<file path="src/rtl/host_mem_ctrl_if.sv">
// Host-side pin and cache-port bundle for host_mem_ctrl.
// master = external host/cache side, slave = controller.
interface host_mem_ctrl_if #(
  parameter int unsigned ADDR_W = 4,
  parameter int unsigned DATA_W = 8
);
  logic              csi_n;
  logic              csd_n;
  logic              mosi;
  logic              run;
  logic              proc_done;
  logic [DATA_W-1:0] mem_rdata;
  logic              miso;
  logic              mem_sel;
  logic [ADDR_W-1:0] mem_addr;
  logic [DATA_W-1:0] mem_wdata;
  logic              mem_wen;
  logic              host_grant;
  logic              proc_start;
  logic              frame_err;
  logic              busy;

  modport master (
    output csi_n, csd_n, mosi, run, proc_done, mem_rdata,
    input  miso, mem_sel, mem_addr, mem_wdata, mem_wen,
    input  host_grant, proc_start, frame_err, busy
  );

  modport slave (
    input  csi_n, csd_n, mosi, run, proc_done, mem_rdata,
    output miso, mem_sel, mem_addr, mem_wdata, mem_wen,
    output host_grant, proc_start, frame_err, busy
  );
endinterface

</file>
<file path="src/rtl/host_mem_ctrl.sv">
// Serial-frame host memory controller: decodes write/read frames into one
// cache word access and arbitrates cache ownership with the processor core.
module host_mem_ctrl #(
  parameter int unsigned ADDR_W = 4,
  parameter int unsigned DATA_W = 8
) (
  input logic            clk,
  input logic            rst,
  host_mem_ctrl_if.slave bus
);

  localparam int unsigned CNT_W = 4;

  typedef enum logic [2:0] {
    S_IDLE, S_ADDR, S_WDATA, S_COMMIT, S_LATCH, S_RDATA, S_WAIT_CS, S_RUN
  } state_e;

  state_e            state_q, state_d;
  logic [CNT_W-1:0]  cnt_q, cnt_d, cnt_inc;
  logic              cmd_q, cmd_d;
  logic              sel_q, sel_d;
  logic [ADDR_W-1:0] addr_q, addr_d;
  logic [DATA_W-1:0] sh_q, sh_d;
  logic              miso_q, miso_d;
  logic              err_q, err_d;
  logic              wen_q, wen_d;
  logic              start_q, start_d;
  logic              grant_q, grant_d;
  logic              busy_q, busy_d;
  logic              act_n, oth_n, abort, both_hi;

  // Select of the frame in progress versus the other one
  assign act_n   = sel_q ? bus.csd_n : bus.csi_n;
  assign oth_n   = sel_q ? bus.csi_n : bus.csd_n;
  assign abort   = act_n | ~oth_n;
  assign both_hi = bus.csi_n & bus.csd_n;
  assign cnt_inc = (cnt_q == '1) ? cnt_q : cnt_q + CNT_W'(1);

  always_ff @(posedge clk) begin
    if (rst) begin
      state_q <= S_IDLE;
      cnt_q   <= '0;
      cmd_q   <= 1'b0;
      sel_q   <= 1'b0;
      addr_q  <= '0;
      sh_q    <= '0;
      miso_q  <= 1'b0;
      err_q   <= 1'b0;
      wen_q   <= 1'b0;
      start_q <= 1'b0;
      grant_q <= 1'b1;
      busy_q  <= 1'b0;
    end else begin
      state_q <= state_d;
      cnt_q   <= cnt_d;
      cmd_q   <= cmd_d;
      sel_q   <= sel_d;
      addr_q  <= addr_d;
      sh_q    <= sh_d;
      miso_q  <= miso_d;
      err_q   <= err_d;
      wen_q   <= wen_d;
      start_q <= start_d;
      grant_q <= grant_d;
      busy_q  <= busy_d;
    end
  end

  always_comb begin
    state_d = state_q;
    cnt_d   = cnt_q;
    cmd_d   = cmd_q;
    sel_d   = sel_q;
    addr_d  = addr_q;
    sh_d    = sh_q;
    miso_d  = 1'b0;
    err_d   = err_q;

    unique case (state_q)
      S_IDLE: begin
        if (bus.csi_n ^ bus.csd_n) begin
          state_d = S_ADDR;
          cmd_d   = bus.mosi;
          sel_d   = ~bus.csd_n;
          err_d   = 1'b0;
          cnt_d   = '0;
        end else if (!bus.csi_n && !bus.csd_n) begin
          err_d   = 1'b1;
          state_d = S_WAIT_CS;
        end else if (bus.run) begin
          state_d = S_RUN;
        end
      end
      S_ADDR: begin
        if (abort) begin
          err_d   = 1'b1;
          state_d = both_hi ? S_IDLE : S_WAIT_CS;
        end else begin
          addr_d = {addr_q[ADDR_W-2:0], bus.mosi};
          cnt_d  = cnt_inc;
          if (cnt_q == CNT_W'(ADDR_W - 1)) begin
            cnt_d   = '0;
            state_d = cmd_q ? S_LATCH : S_WDATA;
          end
        end
      end
      S_WDATA: begin
        if (abort) begin
          err_d   = 1'b1;
          state_d = both_hi ? S_IDLE : S_WAIT_CS;
        end else begin
          sh_d  = {sh_q[DATA_W-2:0], bus.mosi};
          cnt_d = cnt_inc;
          if (cnt_q == CNT_W'(DATA_W - 1)) begin
            cnt_d   = '0;
            state_d = S_COMMIT;
          end
        end
      end
      S_COMMIT: state_d = both_hi ? S_IDLE : S_WAIT_CS;
      S_LATCH: begin
        if (abort) begin
          err_d   = 1'b1;
          state_d = both_hi ? S_IDLE : S_WAIT_CS;
        end else begin
          // MSB goes straight to miso so d7 appears on the first RDATA cycle
          sh_d    = {bus.mem_rdata[DATA_W-2:0], 1'b0};
          miso_d  = bus.mem_rdata[DATA_W-1];
          cnt_d   = '0;
          state_d = S_RDATA;
        end
      end
      S_RDATA: begin
        if (abort) begin
          err_d   = 1'b1;
          state_d = both_hi ? S_IDLE : S_WAIT_CS;
        end else if (cnt_q == CNT_W'(DATA_W - 1)) begin
          state_d = both_hi ? S_IDLE : S_WAIT_CS;
        end else begin
          miso_d = sh_q[DATA_W-1];
          sh_d   = {sh_q[DATA_W-2:0], 1'b0};
          cnt_d  = cnt_inc;
        end
      end
      S_WAIT_CS: if (both_hi) state_d = S_IDLE;
      S_RUN: begin
        if (bus.proc_done && !bus.run) state_d = both_hi ? S_IDLE : S_WAIT_CS;
      end
      default: state_d = S_IDLE;
    endcase
  end

  // Status outputs registered from the next state so they align with it
  always_comb begin
    wen_d   = (state_d == S_COMMIT);
    start_d = (state_q == S_IDLE) && (state_d == S_RUN);
    grant_d = (state_d != S_RUN);
    busy_d  = (state_d != S_IDLE);
  end

  assign bus.miso       = miso_q;
  assign bus.mem_sel    = sel_q;
  assign bus.mem_addr   = addr_q;
  assign bus.mem_wdata  = sh_q;
  assign bus.mem_wen    = wen_q;
  assign bus.host_grant = grant_q;
  assign bus.proc_start = start_q;
  assign bus.frame_err  = err_q;
  assign bus.busy       = busy_q;

endmodule

</file>
<file path="src/flat_wrapper.sv">
// flat-port wrapper written by rule: the top's interface ports become plain ports
module host_mem_ctrl_flat 
#(
  parameter int unsigned ADDR_W = 4,
  parameter int unsigned DATA_W = 8
)
  (clk, rst, bus_csi_n, bus_csd_n, bus_mosi, bus_run, bus_proc_done, bus_mem_rdata, bus_miso, bus_mem_sel, bus_mem_addr, bus_mem_wdata, bus_mem_wen, bus_host_grant, bus_proc_start, bus_frame_err, bus_busy);
  host_mem_ctrl_if #(.ADDR_W(ADDR_W), .DATA_W(DATA_W)) bus_i ();
  input logic clk;
  input logic rst;
  input wire logic [$bits(bus_i.csi_n)-1:0] bus_csi_n;
  input wire logic [$bits(bus_i.csd_n)-1:0] bus_csd_n;
  input wire logic [$bits(bus_i.mosi)-1:0] bus_mosi;
  input wire logic [$bits(bus_i.run)-1:0] bus_run;
  input wire logic [$bits(bus_i.proc_done)-1:0] bus_proc_done;
  input wire logic [$bits(bus_i.mem_rdata)-1:0] bus_mem_rdata;
  output wire logic [$bits(bus_i.miso)-1:0] bus_miso;
  output wire logic [$bits(bus_i.mem_sel)-1:0] bus_mem_sel;
  output wire logic [$bits(bus_i.mem_addr)-1:0] bus_mem_addr;
  output wire logic [$bits(bus_i.mem_wdata)-1:0] bus_mem_wdata;
  output wire logic [$bits(bus_i.mem_wen)-1:0] bus_mem_wen;
  output wire logic [$bits(bus_i.host_grant)-1:0] bus_host_grant;
  output wire logic [$bits(bus_i.proc_start)-1:0] bus_proc_start;
  output wire logic [$bits(bus_i.frame_err)-1:0] bus_frame_err;
  output wire logic [$bits(bus_i.busy)-1:0] bus_busy;
  assign bus_i.csi_n = bus_csi_n;
  assign bus_i.csd_n = bus_csd_n;
  assign bus_i.mosi = bus_mosi;
  assign bus_i.run = bus_run;
  assign bus_i.proc_done = bus_proc_done;
  assign bus_i.mem_rdata = bus_mem_rdata;
  assign bus_miso = bus_i.miso;
  assign bus_mem_sel = bus_i.mem_sel;
  assign bus_mem_addr = bus_i.mem_addr;
  assign bus_mem_wdata = bus_i.mem_wdata;
  assign bus_mem_wen = bus_i.mem_wen;
  assign bus_host_grant = bus_i.host_grant;
  assign bus_proc_start = bus_i.proc_start;
  assign bus_frame_err = bus_i.frame_err;
  assign bus_busy = bus_i.busy;
  host_mem_ctrl #(.ADDR_W(ADDR_W), .DATA_W(DATA_W)) u_core (.clk(clk), .rst(rst), .bus(bus_i));
endmodule
</file>
<file path="config.mk">
export PLATFORM = sky130hd
export DESIGN_NAME = host_mem_ctrl_flat
export DESIGN_NICKNAME = d
export VERILOG_FILES = /design/src/rtl/host_mem_ctrl_if.sv /design/src/rtl/host_mem_ctrl.sv /design/src/flat_wrapper.sv
export SDC_FILE = /design/constraint.sdc
export NUM_CORES = 1
export LEC_CHECK = 0
export BUFFER_PORTS_ARGS = -buffer_cell sky130_fd_sc_hd__buf_4
export CORE_MARGIN = 8
export CORE_UTILIZATION = 47
export DETAILED_ROUTE_END_ITERATION = 6
export MAX_ROUTING_LAYER = met4
export PLACE_DENSITY_LB_ADDON = 0.1
export SLEW_MARGIN = 20
export SYNTH_ARGS = -nofsm -noshare
export SYNTH_HDL_FRONTEND = slang
export SYNTH_SLANG_ARGS = --single-unit
export TNS_END_PERCENT = 10
</file>
<file path="constraint.sdc">
create_clock -name clk -period 2 [get_ports clk]
set_clock_uncertainty 0.2 [all_clocks]
set_input_delay 0.1 -clock clk [delete_from_list [all_inputs] [get_ports clk]]
set_output_delay 0.1 -clock clk [all_outputs]
set_load 0.1 [all_outputs]
</file>
# After elaboration in Yosys (flattened, before gate mapping)
# Cells that the tools add are included.
# W data, S select, Z words.
# totals
register_bits	27
inputBits	15
word_cells	97
# classes
n_addsub	1
n_eq_ne	21
n_mux	40
bitwise_logic	6
n_reduce_logical	17
# op_table
cell	count
$mux W3	14
$mux W4	9
$mux W8	4
$pmux W3 S8	1
$pmux W8 S3	1
$pmux W4 S5	1
$eq A3 B3 Y1 const B	5
$ne A2 B2 Y1 const B	5
$eq A3 B2 Y1 const B	3
$mux W1	8
$reduce_and A7 Y1	1
$reduce_bool A3 Y1	2
$reduce_and A5 Y1	1
$reduce_bool A5 Y1	1
$add A4 B1 Y4 const B	1
$eq A4 B2 Y1 const B	1
$eq A4 B3 Y1 const B	1
$eq A4 B4 Y1 const B	1
$ne A2 B1 Y1 const B	2
$pmux W1 S2	2
$reduce_and A2 Y1	2
$reduce_or A4 Y1	1
$eq A3 B1 Y1 const B	1
$logic_and A1 B1 Y1	3
10 further kinds	14

# Logic depth before layout (Yosys ltp)
# Gate-level depths: netlist of the first run.
# logic_depth
ltp_word	7
depth_mapped	8

# Worst setup path after synthesis of the first run
# Ideal clock, no wire load.
# synth_path
path_kind	register to register
from	register u_core.sel_q, in the netlist u_core.bus.mem_sel
to	register u_core.grant_q, in the netlist u_core.bus.host_grant
setup_ns	0.124
arrival_ns	2.281
required_time_ns	1.676
slack_ns	-0.605
path_stages_with_launch	7
period_less_slack_ns	2.605
path_cell_list	dfxtp_1 -> or3b_1 -> nand2_1 -> a211oi_1 -> o21bai_1 -> and3_1 -> a2111o_1
# synth_between
elab_chain_cells	6
elab_cells_between_ends	10
classes_between	eq/ne: 1; mux: 7; bitwise: 2
# synth_lines
item	line	rtl
start: declaration	host_mem_ctrl.sv:21	logic sel_q, sel_d;
start signal: assignment	host_mem_ctrl.sv:57	sel_q <= sel_d;
$mux W1	host_mem_ctrl.sv:34	assign oth_n = sel_q ? bus.csi_n : bus.csd_n;
$not A1 Y1	host_mem_ctrl.sv:35	assign abort = act_n | ~oth_n;
$or A1 B1 Y1 (*)	host_mem_ctrl.sv:35	
$mux W3 (on tied branches)	n/a	
$pmux W3 S8 (*)	host_mem_ctrl.sv:79	unique case (state_q)
$ne A3 B3 Y1 (*)	host_mem_ctrl.sv:157	grant_d = (state_d != S_RUN);
end signal: assignment	host_mem_ctrl.sv:64	grant_q <= grant_d;
end: declaration	host_mem_ctrl.sv:28	logic grant_q, grant_d;
# Mark *: on every way between the ends. The rest lies on a longest branch, timed or not.
# A chain may end at the register's enable or synchronous reset.

# Final worst setup path of the first run
# Same ends and word-level chain as after synthesis.

==> impl_metrics.py, run 1 <==
metrics = {
    "global_routing": {
        "grt_use_total": 0.177,
        "grt_pass1_vias": 1600,
        "grt_pass1_wl_um": 7320,
        "grt_max_degree": 25,
        "antenna_found_initial": 0,
        "gr-total-overflow": 0,
    },
    "synth": {
        "yosysTopAreaCell": "dfxtp_1",
        "ys_async_sr_fraction": 0,
        "synth-seq-cells": 27,
        "synthTopCellsByCount": "28 x nor2_1, 27 x dfxtp_1, 18 x nand2_1",
        "synth_top_area_share": 0.371,
        "synthCells": 186,
        "synth_edf_count": 0,
        "synth_area_um2": 1460,
        "ys_warn_count": 0,
        "yosysSeqAreaShare": 0.371,
        "synth_nets": 204,
        "synthFlopType": "dfxtp_1",
        "yosysMostFrequentCell": "nor2_1",
        "yosysUniqueCellTypes": 42,
        "synth_area_per_cell_um2": 7.83,
        "synth_area_leaders": "dfxtp_1 37%, nor2_1 7.2%, nand2_1 4.6%",
    },
    "floorplan": {
        "floorplan.initialDensity": 0.485,
        "die_w_um": 71.7,
        "rows": 20,
        "core_um2": 3000,
        "die_h_um": 71.7,
        "ios": 34,
        "fp.dieArea_um2": 5140,
    },
    "cells_and_area": {
        "synthToLayoutAreaGrowth_pct": 48.4,
        "multiInputGateArea_um2": 942,
        "antennaDiodeCount": 0,
        "fin_nets": 269,
        "regArea_um2": 551,
        "nFillCells": 237,
        "drive_gt1_frac": 0.372,
        "layout.cells.non_filler": 283,
    },
    "sta": {
        "rsz0062_at_grt": "true",
        "tightest_slew_ns": 0.324,
        "finalMaxSlewViolations": 0,
        "slew_headroom": 0.781,
        "layout_setup_ws_ns": 0.0101,
        "setup_violations": 0,
        "timing.fmax_ghz": 0.503,
        "hold_viol": 0,
        "final.min_clock_period_ns": 1.99,
        "fin_crit_sh": 0.995,
    },
    "worst_setup_path": {
        "start_kind": "flop",
        "cp.required_ns": 2.05,
        "critPathMaxFanout": 5,
        "cp_slowest_cell": "or3b_4",
        "worstSetupEndpointType": "flop",
        "crit_chain": "or3b_4, and2_4, nand2_1, nand3_1, and3_4, a2111o_1",
        "path_class": "flop to flop",
        "worst_path_largest_cell_delay_ns": 0.40,
        "arrival_ns": 2.04,
    },
    "pwr": {
        "p_leak_nw": 0.928,
        "power.internal_mw": 1.47,
        "seqPwrFrac": 0.261,
        "power.density_nw_per_um2": 1380,
        "peakVddDrop_mv": 0.778,
        "clkPwrFrac": 0.081,
        "pwr-share-comb": 0.658,
        "p_sw_frac": 0.509,
        "p_switching_mw": 1.52,
    },
    "detailed_routing": {
        "firstDrtPassIters": 5,
        "num_vias": 1618,
        "wl_met2_um": 2170,
        "route.detailed.drc": 0,
        "wl_met1_um": 1940,
        "drt_iter0_markers": 129,
        "post_drt_via_cell_ratio": 5.72,
        "route.met3.wl_um": 232,
        "wl_per_cell_um": 15.5,
        "wl_um": 4390,
        "ant_nets": 0,
        "top_layer": "met4",
    },
    "clock_network": {
        "clock-sinks": 27,
        "clock_path_buffers": 2,
        "root_buffer": "clkbuf_4",
        "cts.reportedPaths.clkPinSlew_ns": 0.16,
        "cts_tree": "yes",
        "cts_buffers": 3,
        "clock_latency_ns": 0.34,
        "htree_levels": 1,
    },
    "placement": {
        "dp_worst_setup_slack_ns": -0.0921,
        "place_congestion": 0.956,
        "dp.cells": 265,
        "dp_hpwl_um": 3090,
        "io_buffers": 33,
    },
    "hold_path": {
        "hold_path.class": "primary input to flop",
    },
    "run_status": {
        "status": "finished, final reports clean",
    },
    "run": {
        "cap_violations": 0,
    },
}
## state kept, by name, indices dropped and copies added, names as in the netlist
register / cells
u_core.bus.frame_err: 1
u_core.bus.host_grant: 1
u_core.bus.proc_start: 1
u_core.bus.mem_wen: 1
u_core.bus.mem_addr: 4
u_core.bus.miso: 1
u_core.bus.mem_sel: 1
u_core.state_q: 3
u_core.cmd_q: 1
u_core.cnt_q: 4
u_core.bus.busy: 1
u_core.bus.mem_wdata: 8
## cell families after synthesis
family                     count (synthesis)  synth area share
and+or+nand+nor                           80             0.265
AOI/OAI and AO/OA                         50             0.239
DFF                                       27             0.371
buffers and inverters                     19            0.0515
muxes                                      6            0.0412
adders and majority gates                  3            0.0258
xor gates and xnor gates                   1           0.00601
## metal layers
layer  vias to the layer above  global-route usage
li1                        792                   -
met1                       765               0.210
met2                        52               0.290
met3                         9              0.0418
met4                         0              0.0476
met5                         -                   -
## area by class of cell
| cell class | count | area share |
|---|---|---|
| clock buffers | 3 | 0.0104 |
| clock inverters | 1 | 0.00232 |
| inverters | 9 | 0.0156 |
| multi-input cells | 140 | 0.436 |
| flip-flops and latches | 27 | 0.255 |
| well taps | 33 | 0.0191 |
| repair buffers | 70 | 0.262 |
## through the flow
stage / utilization / area (um2) / TNS [ns] / hold WS, ns / total power, mW
finish: 0.720 / 2160 / 0 / 0.0662 / 2.99
CTS: 0.692 / 2080 / 0 / 0.0965 / 2.87
detailed placement: 0.640 / 1920 / -0.208 / 0.131 / 2.60
floorplan: - / 1490 / -0.0319 / -0.0215 / 2.03
global placement: 0.640 / 1920 / 0 / 0.120 / 2.56
global route: 0.720 / 2160 / -0.119 / 0.0971 / 3.16
## worst paths after layout
path / from / to / slack [ns] / cells after the start
hold reg to reg: u_core.bus.mem_wdata[0] / u_core.bus.mem_wdata[0] / 0.30 / 2
setup / recovery: u_core.bus.mem_sel / u_core.bus.host_grant / 0.01 / 6
hold / removal: bus_run / u_core.bus.host_grant / 0.07 / 4
setup reg to reg: u_core.bus.mem_sel / u_core.bus.host_grant / 0.01 / 6
## cell usage in the layout, fill, tap and decap left out, types with 2 or more instances in the layout
master and n:
dfxtp_1 21, inv_1 9, o22ai_1 2, nor3_2 3, nand2b_1 4, nand2_1 16, nand3_1 4, dfxtp_2 5
o221ai_1 2, a211oi_1 2, dlygate4sd3_1 11, o21bai_1 2, nor2_1 26, buf_4 58, clkbuf_4 3, a21oi_1 10
nor2b_1 3, and2_1 2, ha_1 2, a211oi_2 2, nand2_2 2, mux2i_1 6, nor3_1 3, a31oi_1 2
o21ai_0 10, a311oi_1 7, nor2_2 3, and3_1 2
## worst max-delay path, delay by kind of cell, from the launching register on
family           cells  cell delay, ns
flip-flops           1            0.38
AND/OR/NAND/NOR      5            0.97
AO/OA/AOI/OAI        1            0.35
## power groups by stage
| stage | Clock [mW] | Combinational [mW] | Sequential [mW] |
|---|---|---|---|
| finish | 0.243 | 1.97 | 0.779 |
| global route | 0.264 | 2.10 | 0.797 |
| CTS | 0.249 | 1.84 | 0.776 |
| detailed placement | 0 | 1.82 | 0.782 |
| global placement | 0 | 1.79 | 0.773 |
| floorplan | 0 | 0.751 | 1.28 |
## what timing repair did
action                                  CTS  global route
hold buffers                             11             0
endpoints found under the setup margin    6             8
resized for setup                         5            16
pin swaps                                 1             4
setup buffers                             0             3
hold endpoints to repair                 23             0
Note: power is estimated with default switching activity, not from simulation.
==> inputs of run 2 (changes only) <==
SETUP_SLACK_MARGIN = 0.02   (was not set)
==> impl_metrics.py, run 2 (same netlist as run 1, synthesis figures left out) <==
metrics = {
    "detailed_routing": {
        "route.met3.wl_um": 228,
        "ant_nets": 0,
        "firstDrtPassIters": 4,
        "drt_iter0_markers": 98,
        "num_vias": 1600,
        "post_drt_via_cell_ratio": 5.67,
        "wl_met2_um": 2170,
        "route.detailed.drc": 0,
        "wl_met1_um": 1930,
        "top_layer": "met4",
        "wl_per_cell_um": 15.5,
        "wl_um": 4360,
    },
    "sta": {
        "setup_violations": 0,
        "finalMaxSlewViolations": 0,
        "rsz0062_at_grt": "true",
        "tns_ns": 0,
        "final.min_clock_period_ns": 1.98,
        "slew_headroom": 0.782,
        "tightest_slew_ns": 0.323,
        "layout_setup_ws_ns": 0.0222,
        "hold_viol": 0,
        "fin_crit_sh": 0.989,
        "hold_slack_ns": 0.0810,
        "timing.fmax_ghz": 0.506,
    },
    "worst_setup_path": {
        "cp.required_ns": 2.05,
        "crit_chain": "or3b_4, and2_4, o41ai_2, nor3_2, a2111o_1",
        "start_kind": "flop",
        "path_buf_inv": 0,
        "critPathMaxFanout": 5,
        "cp_slowest_cell": "or3b_4",
        "cpLargestDelayFamily": "simple AND/OR/NAND/NOR gates",
        "worst_path_largest_cell_delay_ns": 0.40,
        "ff2ff_path_depth": 5,
        "r2r_slack_ns": 0.02,
        "arrival_ns": 2.02,
        "worstSetupEndpointType": "flop",
        "r2r_end": "u_core.bus.host_grant",
        "path_class": "flop to flop",
        "worstReg2RegStart": "u_core.bus.mem_sel",
    },
    "clock_network": {
        "cts.reportedPaths.clkPinSlew_ns": 0.16,
        "htree_levels": 1,
        "clock_path_buffers": 2,
        "clock-sinks": 27,
        "root_buffer": "clkbuf_4",
        "cts_tree": "yes",
        "cts_buffers": 3,
        "clock_latency_ns": 0.34,
    },
    "pwr": {
        "p_leak_nw": 0.926,
        "pwr-share-comb": 0.657,
        "p_sw_frac": 0.508,
        "finalPower_mw": 2.99,
        "power.density_nw_per_um2": 1370,
        "peakVddDrop_mv": 0.777,
        "clkPwrFrac": 0.081,
        "power.internal_mw": 1.47,
        "seqPwrFrac": 0.262,
        "p_switching_mw": 1.52,
    },
    "cells_and_area": {
        "largest_reg_flops": 8,
        "final_core_util": 0.725,
        "layout.cells.non_filler": 282,
        "final_common_cell": "buf_4",
        "fin_nets": 268,
        "final_area_um2": 2180,
        "drive_gt1_frac": 0.382,
        "antennaDiodeCount": 0,
        "final_cell_mix": "57 x buf_4, 27 x nor2_1, 20 x dfxtp_1, 16 x nand2_1, 11 x dlygate4sd3_1",
        "synthToLayoutAreaGrowth_pct": 49.4,
        "nFillCells": 230,
    },
    "hold_path": {
        "holdCritStartpoint": "bus_run",
        "hold_path.class": "primary input to flop",
        "holdPathEnd": "u_core.bus.host_grant",
        "hold_depth": 4,
    },
    "run": {
        "cap_violations": 0,
    },
    "floorplan": {
        "rows": 20,
        "die_h_um": 71.7,
        "die_w_um": 71.7,
        "core_um2": 3000,
        "fp.dieArea_um2": 5140,
        "ios": 34,
        "floorplan.initialDensity": 0.485,
    },
    "global_routing": {
        "grt_use_total": 0.180,
        "grt_pass1_vias": 1614,
        "gr-total-overflow": 0,
        "grt_pass1_wl_um": 7450,
        "grt_max_degree": 25,
        "antenna_found_initial": 0,
    },
    "placement": {
        "place_congestion": 0.956,
        "io_buffers": 33,
        "dp_worst_setup_slack_ns": -0.0921,
        "dp_hpwl_um": 3090,
        "dp.cells": 265,
        "place_area_um2": 1920,
    },
    "run_status": {
        "status": "finished, final reports clean",
    },
}
run 2: power groups by stage:
stage / Combinational (mW) / Clock, mW / Sequential (mW)
after floorplan: 0.751 / 0 / 1.28
after global placement: 1.79 / 0 / 0.773
after detailed placement: 1.82 / 0 / 0.782
after CTS: 1.87 / 0.249 / 0.778
after global routing: 2.10 / 0.264 / 0.806
final: 1.96 / 0.241 / 0.784
run 2: area by class of cell:
cell class                      count  area [um2]  area share
Timing Repair Buffer               69         558       0.256
Inverter                            9        33.8      0.0155
Tap cell                           33        41.3      0.0190
Clock inverter                      1        5.00     0.00230
Multi-Input combinational cell    140         961       0.442
Clock buffer                        3        22.5      0.0104
Sequential cell                    27         554       0.255
run 2: repair_timing:
action,in CTS,in global routing
resized for setup,11,15
pin swaps,3,8
setup endpoints to repair,6,9
hold buffers,11,0
setup buffers,1,1
endpoints found under the hold margin,23,0
run 2: metal layers:
metal | track usage | vias to the layer above
met5 | - | -
met3 | 0.0391 | 4
met1 | 0.213 | 756
li1 | - | 792
met4 | 0.0431 | 0
met2 | 0.303 | 48
run 2: worst max-delay path by stage:
stage | endpoint | slack (ns) | depth (start not counted) | startpoint
global placement | u_core.bus.host_grant | 0.002 | 6 | u_core.cnt_q[0]
finish | u_core.bus.host_grant | 0.02 | 5 | u_core.bus.mem_sel
global route | u_core.cnt_q[1] | -0.05 | 7 | u_core.cnt_q[1]
detailed placement | u_core.bus.host_grant | -0.09 | 6 | u_core.cnt_q[0]
CTS | u_core.bus.host_grant | 0.02 | 7 | u_core.cnt_q[0]
floorplan | u_core.bus.host_grant | -0.02 | 6 | u_core.bus.mem_sel
run 2: worst min-delay path, stage by stage:
cell and delay (ns):
buf_4 0.12, nor2_1 0.11, or3_4 0.15, a2111o_1 0.12
